[src/rtl/axis_exp_adc_emu.sv]
`default_nettype none
// ============================================================================
// Module   : axis_exp_adc_emu
// Purpose  : SPI responder that stands in for the quad-SDI experiment ADC.
//            Conversion samples arrive on an AXI-Stream input and are played
//            out on NUM_SDI lanes. 24-clock register frames are captured and
//            forwarded on an AXI-Stream output. All SPI pins are
//            oversampled in the aclk domain.
// Ports    : aclk, aresetn (async, active low)
//            spi_csn, spi_sck, spi_mosi  - controller pins (synchronised)
//            spi_miso[NUM_SDI]           - lanes back to the controller
//            spi_resetn                  - low = synchronous functional reset
//            s_axis_*                    - conversion sample input
//            m_axis_*                    - {8'h00, 24-bit register frame}
//            underrun, frame_err         - single-cycle status pulses
// Options  : AXIS_EXP_ADC_EMU_READBACK_EN adds a 64x8 register file that
//            register writes update and register reads return on spi_miso[0].
// Revision : 1.0 - initial release
// ============================================================================
module axis_exp_adc_emu #(
  parameter int NUM_SDI     = 4,
  parameter int DATA_WIDTH  = 32,
  parameter int SYNC_STAGES = 2
) (
  input  logic                  aclk,
  input  logic                  aresetn,
  input  logic                  spi_csn,
  input  logic                  spi_sck,
  input  logic                  spi_mosi,
  output logic [NUM_SDI-1:0]    spi_miso,
  input  logic                  spi_resetn,
  input  logic [DATA_WIDTH-1:0] s_axis_tdata,
  input  logic                  s_axis_tvalid,
  output logic                  s_axis_tready,
  output logic [31:0]           m_axis_tdata,
  output logic                  m_axis_tvalid,
  input  logic                  m_axis_tready,
  output logic                  underrun,
  output logic                  frame_err
);

  localparam int CNV_CLKS = DATA_WIDTH / NUM_SDI;
  localparam int MAX_CLKS = (CNV_CLKS > 24) ? CNV_CLKS : 24;
  localparam int CW       = $clog2(MAX_CLKS + 2);
  localparam logic [CW-1:0] C_CNV_N = CW'(CNV_CLKS);
  localparam logic [CW-1:0] C_REG_N = CW'(24);

  typedef enum logic {S_IDLE, S_ACTIVE} state_t;
  typedef enum logic {M_CONV, M_REG}    mode_t;

  // Synchroniser chain, bit order {csn, sck, mosi}
  logic [2:0] sync_q [SYNC_STAGES];
  logic [2:0] sync_d [SYNC_STAGES];
  logic       csn_prev_q, sck_prev_q;

  logic w_csn, w_sck, w_mosi;
  logic w_csn_fall, w_csn_rise, w_sck_rise, w_sck_fall;

  state_t                state_q, state_d;
  mode_t                 mode_q, mode_d;
  logic [CW-1:0]         cnt_q, cnt_d;
  logic [23:0]           rsh_q, rsh_d;
  logic [DATA_WIDTH-1:0] sample_q, sample_d;
  logic [DATA_WIDTH-1:0] csh_q, csh_d;
  logic [NUM_SDI-1:0]    miso_q, miso_d;
  logic [31:0]           mdata_q, mdata_d;
  logic                  mvalid_q, mvalid_d;
  logic                  underrun_q, underrun_d;
  logic                  ferr_q, ferr_d;
  logic                  tready_w;
  logic [DATA_WIDTH-1:0] w_next_sample;

`ifdef AXIS_EXP_ADC_EMU_READBACK_EN
  logic [7:0] regfile_q [64];
  logic [7:0] rd_q, rd_d;
  logic [7:0] w_rd_byte;
  logic       w_wr_en;
`endif

  always_comb begin
    sync_d[0] = {spi_csn, spi_sck, spi_mosi};
    for (int i = 1; i < SYNC_STAGES; i++) sync_d[i] = sync_q[i-1];
  end

  always_ff @(posedge aclk or negedge aresetn) begin
    if (!aresetn) begin
      for (int i = 0; i < SYNC_STAGES; i++) sync_q[i] <= 3'b100;
      csn_prev_q <= 1'b1;
      sck_prev_q <= 1'b0;
    end else begin
      for (int i = 0; i < SYNC_STAGES; i++) sync_q[i] <= sync_d[i];
      csn_prev_q <= w_csn;
      sck_prev_q <= w_sck;
    end
  end

  assign w_csn      = sync_q[SYNC_STAGES-1][2];
  assign w_sck      = sync_q[SYNC_STAGES-1][1];
  assign w_mosi     = sync_q[SYNC_STAGES-1][0];
  assign w_csn_fall =  csn_prev_q & ~w_csn;
  assign w_csn_rise = ~csn_prev_q &  w_csn;
  assign w_sck_rise = ~sck_prev_q &  w_sck;
  assign w_sck_fall =  sck_prev_q & ~w_sck;

  // A fresh sample is taken only when one is offered; otherwise the last
  // one is replayed (and underrun flags it).
  assign w_next_sample = s_axis_tvalid ? s_axis_tdata : sample_q;

  always_comb begin
    state_d    = state_q;
    mode_d     = mode_q;
    cnt_d      = cnt_q;
    rsh_d      = rsh_q;
    sample_d   = sample_q;
    csh_d      = csh_q;
    miso_d     = miso_q;
    mdata_d    = mdata_q;
    mvalid_d   = mvalid_q & ~m_axis_tready;
    underrun_d = 1'b0;
    ferr_d     = 1'b0;
    tready_w   = 1'b0;
`ifdef AXIS_EXP_ADC_EMU_READBACK_EN
    rd_d      = rd_q;
    w_rd_byte = 8'h00;
    w_wr_en   = 1'b0;
`endif

    case (state_q)
      S_IDLE: begin
        if (w_csn_fall) begin
          state_d = S_ACTIVE;
          cnt_d   = '0;
`ifdef AXIS_EXP_ADC_EMU_READBACK_EN
          rd_d    = 8'h00;
`endif
          if (mode_q == M_CONV) begin
            tready_w   = s_axis_tvalid;
            underrun_d = ~s_axis_tvalid;
            sample_d   = w_next_sample;
            miso_d     = w_next_sample[DATA_WIDTH-1 -: NUM_SDI];
            // Group 0 goes out now; the shifter holds groups 1.. for SCK falls
            csh_d      = w_next_sample << NUM_SDI;
          end else begin
            miso_d = '0;
          end
        end
      end

      S_ACTIVE: begin
        if (w_csn_rise) begin
          state_d = S_IDLE;
          miso_d  = '0;
          if ((mode_q == M_CONV) && (cnt_q == C_CNV_N)) begin
            // complete conversion frame, nothing to report
          end else if (cnt_q == C_REG_N) begin
            mdata_d  = {8'h00, rsh_q};
            mvalid_d = 1'b1;
            // Overwriting an unconsumed word loses it; flag that.
            ferr_d   = mvalid_q & ~m_axis_tready;
            if ((mode_q == M_CONV) && (rsh_q[23:21] == 3'b101)) mode_d = M_REG;
            if ((mode_q == M_REG) && (rsh_q == 24'h801401))     mode_d = M_CONV;
`ifdef AXIS_EXP_ADC_EMU_READBACK_EN
            w_wr_en = rsh_q[23];
`endif
          end else begin
            ferr_d = 1'b1;
          end
        end else begin
          if (w_sck_rise) begin
            if (cnt_q != '1) cnt_d = cnt_q + CW'(1);
            rsh_d = {rsh_q[22:0], w_mosi};
          end
          if (w_sck_fall) begin
            if (mode_q == M_CONV) begin
              miso_d = csh_q[DATA_WIDTH-1 -: NUM_SDI];
              csh_d  = csh_q << NUM_SDI;
            end else begin
              miso_d = '0;
            end
`ifdef AXIS_EXP_ADC_EMU_READBACK_EN
            // After 16 clocks rsh_q holds R[23:8]: bit 15 is R/W, [5:0] the address.
            if (cnt_q == CW'(16)) begin
              w_rd_byte = rsh_q[15] ? 8'h00 : regfile_q[rsh_q[5:0]];
              miso_d[0] = w_rd_byte[7];
              rd_d      = {w_rd_byte[6:0], 1'b0};
            end else if ((cnt_q > CW'(16)) && (cnt_q < CW'(24))) begin
              miso_d[0] = rd_q[7];
              rd_d      = {rd_q[6:0], 1'b0};
            end
`endif
          end
        end
      end

      default: state_d = S_IDLE;
    endcase

    // Controller-driven ADC reset: same end state as aresetn, but clocked.
    if (!spi_resetn) begin
      state_d    = S_IDLE;
      mode_d     = M_CONV;
      cnt_d      = '0;
      rsh_d      = '0;
      sample_d   = '0;
      csh_d      = '0;
      miso_d     = '0;
      mdata_d    = '0;
      mvalid_d   = 1'b0;
      underrun_d = 1'b0;
      ferr_d     = 1'b0;
      tready_w   = 1'b0;
`ifdef AXIS_EXP_ADC_EMU_READBACK_EN
      rd_d       = 8'h00;
      w_wr_en    = 1'b0;
`endif
    end
  end

  always_ff @(posedge aclk or negedge aresetn) begin
    if (!aresetn) begin
      state_q    <= S_IDLE;
      mode_q     <= M_CONV;
      cnt_q      <= '0;
      rsh_q      <= '0;
      sample_q   <= '0;
      csh_q      <= '0;
      miso_q     <= '0;
      mdata_q    <= '0;
      mvalid_q   <= 1'b0;
      underrun_q <= 1'b0;
      ferr_q     <= 1'b0;
    end else begin
      state_q    <= state_d;
      mode_q     <= mode_d;
      cnt_q      <= cnt_d;
      rsh_q      <= rsh_d;
      sample_q   <= sample_d;
      csh_q      <= csh_d;
      miso_q     <= miso_d;
      mdata_q    <= mdata_d;
      mvalid_q   <= mvalid_d;
      underrun_q <= underrun_d;
      ferr_q     <= ferr_d;
    end
  end

`ifdef AXIS_EXP_ADC_EMU_READBACK_EN
  always_ff @(posedge aclk or negedge aresetn) begin
    if (!aresetn) begin
      rd_q <= 8'h00;
      for (int i = 0; i < 64; i++) regfile_q[i] <= 8'h00;
    end else begin
      rd_q <= rd_d;
      if (w_wr_en) regfile_q[rsh_q[13:8]] <= rsh_q[7:0];
    end
  end
`endif

  assign spi_miso      = miso_q;
  assign s_axis_tready = tready_w;
  assign m_axis_tdata  = mdata_q;
  assign m_axis_tvalid = mvalid_q;
  assign underrun      = underrun_q;
  assign frame_err     = ferr_q;

endmodule
`default_nettype wire

[config.mk]
export PLATFORM = sky130hd
export DESIGN_NAME = axis_exp_adc_emu
export DESIGN_NICKNAME = d
export VERILOG_FILES = /design/src/rtl/axis_exp_adc_emu.sv
export SDC_FILE = /design/constraint.sdc
export NUM_CORES = 1
export LEC_CHECK = 0
export ABC_AREA = 0
export BUFFER_PORTS_ARGS = -buffer_cell sky130_fd_sc_hd__buf_2
export CAP_MARGIN = 5
export CORE_ASPECT_RATIO = 0.7
export CORE_MARGIN = 4
export CORE_UTILIZATION = 55
export DETAILED_ROUTE_END_ITERATION = 6
export PLACE_DENSITY = 0.77
export SYNTH_ARGS = -nofsm -noshare
export SYNTH_HDL_FRONTEND = slang
export SYNTH_SLANG_ARGS = --single-unit
[constraint.sdc]
create_clock -name aclk -period 3 [get_ports aclk]
set_input_delay 0.45 -clock aclk [delete_from_list [all_inputs] [get_ports aclk]]
set_output_delay 0.45 -clock aclk [all_outputs]
set_load 0.02 [all_outputs]
---- Word level (Yosys, flattened, before mapping) ----
Index checks and enable logic that the tools add are counted.
cells by class
  $add $sub $neg .......................... 1
  bitwise logic cells ..................... 13
  equality and inequality tests ........... 23
  mux-type cells .......................... 63
  reductions and logical operators ........ 10
operator list
  kind                    number
  $mux W32                16
  $mux W24                4
  $pmux W32 S2            1
  $mux W1                 28
  $mux W5                 5
  $eq A24 B24 Y1 const B  1
  $mux W4                 6
  $ne A3 B3 Y1 const B    6
  $ne A2 B1 Y1 const B    5
  $pmux W5 S2             1
  $reduce_and A5 Y1       2
  $ne A2 B2 Y1 const B    4
  $not A1 Y1              8
  $pmux W4 S2             1
  $reduce_and A4 Y1       2
  $reduce_and A3 Y1       2
  $add A5 B1 Y5 const B   1
  $and A1 B1 Y1           5
  $eq A5 B4 Y1 const B    1
  $eq A5 B5 Y1 const B    1
  $ne A5 B5 Y1 const B    1
  $ne A4 B4 Y1 const B    1
  $eq A3 B3 Y1 const B    1
  $logic_and A1 B1 Y1     3
  4 further kinds         4
storage, ports and cells
  word-level logic and storage cells ...... 125
  flip-flop bits (word level) ............. 142
  output and inout bits ................... 40
  input port bits ......................... 40

---- Logic depth before layout (Yosys ltp) ----
Gate-level depths: netlist of the first run.
  word-level depth ........................ 9
  gate-level depth with buffers ........... 8
  gate-level depth less buffers ........... 7

---- Worst setup path after synthesis of the first run ----
No wires, ideal clock.
  path kind ............................... reg2reg
  start ................................... register cnt_q[0]
  end ..................................... register cnt_q[3]
  data arrival time ....................... 1,981 ps
  cell stages (with the launch flop) ...... 8
  library setup time ...................... 120 ps
  period minus slack after synthesis ...... 2,101 ps
  slack ................................... 899 ps
  required time ........................... 2,880 ps
  path buffers ............................ 0
  cell sequence ........................... dfrtp_1 -> ha_1 -> and3_1 -> ha_1 -> or3b_2 -> a31oi_4 -> a211oi_1 -> a31o_2
between the ends
  cells in the longest elaborated chain, start to end .. 6
RTL lines
  item                    RTL line  source
  from (decl)             61        logic [CW-1:0] cnt_q, cnt_d;
  from (signal assigned)  235       cnt_q <= cnt_d;
  $add A5 B1 Y5           170       if (cnt_q != '1) cnt_d = cnt_q + CW'(1);
  $mux W5                 170
  $mux W5                 169       if (w_sck_rise) begin
  $mux W5                 150       if (w_csn_rise) begin
  $pmux W5 S2             128       case (state_q)
  $mux W5                 199       if (!spi_resetn) begin
Parallel ways exist; a longest one is shown, timed or not. The select of a mux whose other input is x is not followed.
A chain may end at the register's enable or synchronous reset.

---- Worst setup path after layout of the first run ----
  start ................................... register state_q
  end ..................................... output port s_axis_tready
between the ends
  cells in the longest elaborated chain, start to end .. 2
RTL lines
  item                    RTL line  source
  from (decl)             59        state_t state_q, state_d;
  from (signal assigned)  233       state_q <= state_d;
  $mux W1                 128
  $mux W1                 199
  to (decl)               34        output logic s_axis_tready,
Every way passes these cells.

==> results.json, run 1 <==
{
  "outcome": "finished, final reports clean",
  "intPower_uw": 3490,
  "grt_pass1_wl_um": 22300,
  "ir_drop_v": 0.000539,
  "ant_nets": 0,
  "synth_seq_cells": 130,
  "diodes": 0,
  "wl_um": 13200,
  "row_count": 31,
  "drc_errors": 0,
  "cts_resized": 0,
  "cp.buffers_inverters": 1,
  "start_util_pct": 57.0,
  "insertion_delay_ns": 0.42,
  "dieArea_mm2": 0.0126,
  "syn_avg_cell_area_um2": 10.5,
  "max_clock_freq_mhz": 417,
  "finalSetupTns_ns": 0,
  "finish.utilization_pct": 67.1,
  "clock-sinks": 130,
  "hold_viol_final": 0,
  "nets": 671,
  "combinationalPowerShare_pct": 7.0,
  "start_kind": "flip-flop",
  "grt_max_degree": 88,
  "htreeDepth": 4,
  "hold_class": "in2async",
  "synth_seq_area_share_pct": 54.6,
  "cts_tree": "built",
  "cts_root_buf": "clkbuf_16",
  "wire_per_inst_um": 17.0,
  "seq_power_share_pct": 41.4,
  "switching_share_pct": 21.9,
  "ff2ff_path_depth": 7,
  "hpwlAfterDp_um": 8540,
  "rsz0062_at_grt": "false",
  "hold_buffers": 0,
  "die_w_um": 132,
  "post-route-min-period_ns": 2.40,
  "chipHeight_um": 95.1,
  "first_iter_violations": 519,
  "slowest_stage": "dfrtp_1",
  "skew_ns": 0.00597,
  "slew_headroom_pct": 43.5,
  "dr.pass1.iters": 5,
  "worstMarginPinSlew_ns": 0.847,
  "syn_area_mm2": 0.00597,
  "p_sw_uw": 980,
  "p_clk_share_pct": 51.6,
  "crit_required_ns": 2.55,
  "core_mm2": 0.0105,
  "synthCells": 569,
  "crit_type": "reg2out",
  "worst-endpoint-arrival_ns": 1.95,
  "cp_cell_sequence": "nand2b_2, nor4b_4, buf_2",
  "crit_family": "simple AND/OR/NAND/NOR gates",
  "grt_overflow_total": 0,
  "syn_to_final_growth_pct": 17.8,
  "antenna_found_initial": 0,
  "grt_pass1_vias": 4383,
  "cts_buffer_depth": 2,
  "ys_types": 48,
  "power_density_mw_per_mm2": 635,
  "finalCritPeriodShare_pct": 79.9,
  "maxSlewViolCount": 0,
  "ys_warn_count": 0,
  "cts_setup_buffers": 0,
  "end_kind": "output pin",
  "vias": 4498,
  "port_buffers": 71,
  "cp_num_cells": 3,
  "pin_count": 80,
  "slowest_delay_ns": 0.62,
  "crit_fanout": 24,
  "place_congestion": 0.780,
  "clk_pin_slew_ns": 0.06,
  "cts_buffers": 17,
  "maxCapViolCount": 0,
  "grt_usage_pct": 22.3,
  "setup_viol": 0,
  "drive_gt1_share_pct": 20.3,
  "vias_per_cell": 5.82,
  "leakagePower_uw": 0.00348,
  "fillers": 805
}
## flip-flops by register name, summed over array words and instances, names as in the netlist, 3 cells and up
register and cells:
sample_q 32, rsh_q 24, spi_miso 4, csh_q 28, sync_q 3, sync_d 3, m_axis_tdata 24, cnt_q 5
## synthesized netlist by cell type, drive strengths merged
master / n / share of area (%)
and4: 26 / 3.8
o41ai: 1 / 0.15
a21o: 24 / 3.0
dfrtp: 127 / 53
nor2b: 1 / 0.10
o21ai: 26 / 2.2
nor4: 2 / 0.21
nand4b: 2 / 0.29
nand2b: 7 / 0.78
buf: 31 / 3.3
o21bai: 1 / 0.31
ha: 3 / 0.63
inv: 5 / 0.31
a22o: 36 / 5.3
o311a: 1 / 0.17
nand4: 2 / 0.21
nand3b: 1 / 0.13
conb: 1 / 0.063
or3b: 1 / 0.15
o2bb2ai: 4 / 0.59
and3b: 1 / 0.15
nor3: 1 / 0.084
and3: 2 / 0.21
mux2: 4 / 0.75
nor4b: 5 / 0.99
xnor2: 1 / 0.15
and2: 2 / 0.21
mux2i: 32 / 5.4
a31oi: 2 / 0.46
a32o: 2 / 0.34
nand3: 2 / 0.25
dfstp: 3 / 1.3
clkbuf: 18 / 1.1
a21bo: 1 / 0.17
a21oi: 55 / 4.6
nand2: 125 / 7.9
a31o: 1 / 0.15
and4b: 1 / 0.17
a211oi: 1 / 0.13
nor2: 8 / 0.50
## cells in the final DEF, fill, tap and decap left out, drive strengths merged, types with 3 or more instances in the layout
master     n
conb       8
o21ai     26
mux2i     32
nor2       8
nor4b      5
dfstp      3
clkbuf    23
nand2b     7
inv        5
dfrtp    127
a21oi     55
nand2    125
mux2       4
and4      26
a22o      36
o2bb2ai    4
buf       82
ha         3
a21o      24
bufinv     5
## kinds of logic after synthesis
| kind of cell | count (synthesis) | synth area share, % |
|---|---|---|
| AND/OR/NAND/NOR | 189 | 16.1 |
| AO/OA/AOI/OAI | 155 | 17.6 |
| flip-flops | 130 | 54.6 |
| buffers and inverters | 54 | 4.74 |
| multiplexers | 36 | 6.12 |
| adder cells (fa/ha/maj) | 3 | 0.629 |
| other | 1 | 0.0628 |
| XOR/XNOR | 1 | 0.147 |
## power by group through the flow
stage	logic, µW	clock network [µW]	registers [µW]
after floorplan	204	0	1870
after global placement	301	0	1870
after detailed placement	312	0	1880
after CTS	316	2320	1850
after global routing	351	2410	1850
final	313	2300	1850
## layer usage
| metal | wire length, µm | track usage (%) |
|---|---|---|
| met5 | 0 | 0 |
| met4 | 292 | 9.78 |
| met3 | 678 | 5.43 |
| met2 | 5900 | 32.3 |
| met1 | 6290 | 32.3 |
## through the flow
| stage | setup WS (ns) | total power, µW | std cells | hold slack [ns] | area (µm²) |
|---|---|---|---|---|---|
| after floorplan | 0.899 | 2070 | 576 | 0.154 | 5990 |
| after global placement | 0.805 | 2170 | 741 | 0.335 | 6370 |
| after detailed placement | 0.693 | 2190 | 741 | 0.337 | 6370 |
| after CTS | 0.575 | 4490 | 773 | 0.0383 | 7030 |
| after global routing | 0.500 | 4610 | 773 | 0.0671 | 7030 |
| final | 0.603 | 4470 | 773 | 0.0213 | 7030 |
## area by class of cell
type                            instances  area, µm²  area share [%]
Tap cell                              132        165            2.35
Clock inverter                          9        175            2.49
Sequential cell                       130       3260            46.3
Inverter                                5       18.8           0.267
Multi-Input combinational cell        392       2460            35.0
Clock buffer                           23        488            6.94
Timing Repair Buffer                   82        465            6.62
## worst paths after layout
kind,startpoint,end,slack (ns)
worst max-delay path,state_q,s_axis_tready,0.60
worst min-delay path,aresetn,sample_q[6],0.02
worst max register to register,cnt_q[0],cnt_q[3],0.67
worst min register to register,sync_d[0],sync_q[0],0.35
max in group asynchronous,aresetn,csn_prev_q,2.13
min in group aclk,spi_csn,sync_d[2],0.13
(Power assumes the default switching activity.)
==> inputs of run 2 (changes only) <==
--- a/config.mk
+++ b/config.mk
@@ -10,9 +10,9 @@
 export CAP_MARGIN = 5
 export CORE_ASPECT_RATIO = 0.7
 export CORE_MARGIN = 4
-export CORE_UTILIZATION = 55
+export CORE_UTILIZATION = 52
 export DETAILED_ROUTE_END_ITERATION = 6
-export PLACE_DENSITY = 0.77
+export PLACE_DENSITY = 0.76
 export SYNTH_ARGS = -nofsm -noshare
 export SYNTH_HDL_FRONTEND = slang
 export SYNTH_SLANG_ARGS = --single-unit
==> constraint.sdc (replaced) <==
create_clock -name aclk -period 2.1 [get_ports aclk]
set_input_delay 0.315 -clock aclk [delete_from_list [all_inputs] [get_ports aclk]]
set_output_delay 0.315 -clock aclk [all_outputs]
set_load 0.02 [all_outputs]
==> run 2 against run 1 <==
  * Register-to-register slack worse by 0.62 ns
  * Sequential cell count is the same
  * Worst setup slack worse by 0.55 ns
  * Wire length increased by 1.5%
  * Clock-buffer cell count fell by 1
  * Via count grew 2.5%
  * Non-clock buffer count is 16 higher
  * Clock skew grew 0.00089 ns
  * First-iteration DRC count down 32%
  * Final cell count is 4.8% higher
  * Sequential power increased by 42%
  * Sequential share of layout area is 0.71 points lower
  * Critical endpoint is now cnt_q[2]
  * Largest cell class unchanged
  * Largest power group unchanged
==> results.json, run 2 (synthesized netlist as in run 1, its figures left out) <==
{
  "grt_usage_pct": 21.0,
  "vias": 4612,
  "dr.pass1.iters": 5,
  "wire_per_inst_um": 16.5,
  "setup_viol": 0,
  "post_dp_cell_area_mm2": 0.00648,
  "ant_nets": 0,
  "worst-endpoint-arrival_ns": 2.32,
  "finalSetupTns_ns": 0,
  "hpwlAfterDp_um": 8930,
  "outcome": "finished, final reports clean",
  "rsz0062_at_grt": "true",
  "final_cell_mix": "dfrtp_1, nand2_1, buf_2",
  "max_clock_freq_mhz": 488,
  "vias_per_cell": 5.69,
  "p_clk_share_pct": 48.4,
  "cts_buffers": 17,
  "intPower_uw": 4670,
  "fin_area_mm2": 0.00714,
  "die_w_um": 136,
  "maxSlewViolCount": 0,
  "place_congestion": 0.835,
  "dieArea_mm2": 0.0133,
  "pin_count": 80,
  "row_count": 32,
  "reg.largest.list": "sample_q (32), csh_q (28)",
  "post-route-min-period_ns": 2.05,
  "grt_pass1_vias": 4492,
  "dp.cells": 772,
  "skew_ns": 0.00685,
  "end_kind": "flip-flop",
  "htreeDepth": 4,
  "worstMarginPinSlew_ns": 0.624,
  "p_sw_uw": 1380,
  "crit_required_ns": 2.37,
  "finish.utilization_pct": 64.1,
  "cts_root_buf": "clkbuf_16",
  "drc_errors": 0,
  "antenna_found_initial": 0,
  "wl_um": 13400,
  "combinationalPowerShare_pct": 8.0,
  "leakagePower_uw": 0.00353,
  "regMostFlops": "sample_q",
  "cts_tree": "built",
  "maxCapViolCount": 0,
  "drive_gt1_share_pct": 21.8,
  "crit_type": "reg2reg",
  "largest_reg_flops": 32,
  "chipHeight_um": 97.6,
  "grt_pass1_wl_um": 22500,
  "slew_headroom_pct": 58.4,
  "final_common_cell": "dfrtp_1",
  "clk_pin_slew_ns": 0.05,
  "crit_fanout": 4,
  "ir_drop_v": 0.000602,
  "clock-sinks": 130,
  "grt_overflow_total": 0,
  "fin_cells": 810,
  "hold_viol_final": 0,
  "diodes": 0,
  "nets": 687,
  "power_density_mw_per_mm2": 847,
  "start_util_pct": 53.6,
  "syn_to_final_growth_pct": 19.6,
  "hold_slack_ns": 0.0149,
  "hold_class": "in2reg",
  "core_mm2": 0.0111,
  "start_kind": "flip-flop",
  "insertion_delay_ns": 0.41,
  "cts_buffer_depth": 2,
  "port_buffers": 71,
  "switching_share_pct": 22.8,
  "seq_power_share_pct": 43.6,
  "grt_max_degree": 55,
  "first_iter_violations": 355,
  "finalCritPeriodShare_pct": 97.6
}
==> run 2: cell count changes in the layout (fill, tap and decap cells not counted), moves of 2 or more <==
cell           previous run  this run
buf_4                    10        22
bufinv_16                 5         3
clkbuf_1                  2         4
clkbuf_8                  4         1
clkinv_2                  2         4
dlygate4sd3_1             0         3
==> run 2: layer usage <==
layer | share of wire, % | track usage, % | wire length [µm] | vias up
met5 | 0 | 0 | 0 | -
met4 | 1.3 | 6.51 | 179 | 0
met3 | 6.5 | 4.92 | 864 | 20
met2 | 45 | 29.8 | 5980 | 139
met1 | 47 | 31.9 | 6340 | 2285
li1 | - | - | - | 2168
==> run 2: worst max-delay path: stages (launching register included) <==
cell and delay (ns):
dfrtp_1 0.41, ha_2 0.21, and3_1 0.19, ha_1 0.18, or3b_4 0.41, a31oi_4 0.20, buf_4 0.15, a21bo_2 0.12
a21oi_1 0.06
==> run 2: repair_timing <==
item                                   in CTS  in global routing
hold buffers                                3                  0
resized for setup                           2                  3
setup endpoints to repair                   2                  4
setup buffers                               2                  1
endpoints found under the hold margin      13                  0
pin swaps                                   1                  2
==> run 2: final timing paths <==
kind / start / cells after the start / to / slack, ns
max: cnt_q[1] / 8 / cnt_q[2] / 0.05
min: spi_mosi / 1 / sync_d[0] / 0.01
max reg2reg: cnt_q[1] / 8 / cnt_q[2] / 0.05
min reg2reg: sync_d[1] / 0 / sync_q[1] / 0.35
max in group asynchronous: aresetn / 3 / rsh_q[5] / 1.17
min in group asynchronous: aresetn / 2 / sample_q[6] / 0.30
==> run 2: cell type report <==
cell class | instances | area, µm²
clock inverter | 10 | 134
fill | 883 | 3990
clock buffer | 22 | 454
multi-input combinational | 392 | 2470
tap | 153 | 191
sequential | 130 | 3260
timing repair buffer | 98 | 612
inverter | 5 | 18.8
==> run 2: per-stage QoR <==
step,setup slack [ns],power [µW]
after floorplan,0.0959,2960
after global placement,0.0724,3130
after detailed placement,-0.0387,3150
after CTS,0.000913,6090
after global routing,-0.0179,6280
final,0.0499,6040
==> run 2: power groups by stage <==
| stage | Sequential, µW | Clock [µW] | Combinational (µW) |
|---|---|---|---|
| after floorplan | 2670 | 0 | 292 |
| after global placement | 2670 | 0 | 458 |
| after CTS | 2630 | 2970 | 484 |
| after detailed placement | 2670 | 0 | 475 |
| final | 2630 | 2930 | 485 |
| after global routing | 2640 | 3090 | 542 |
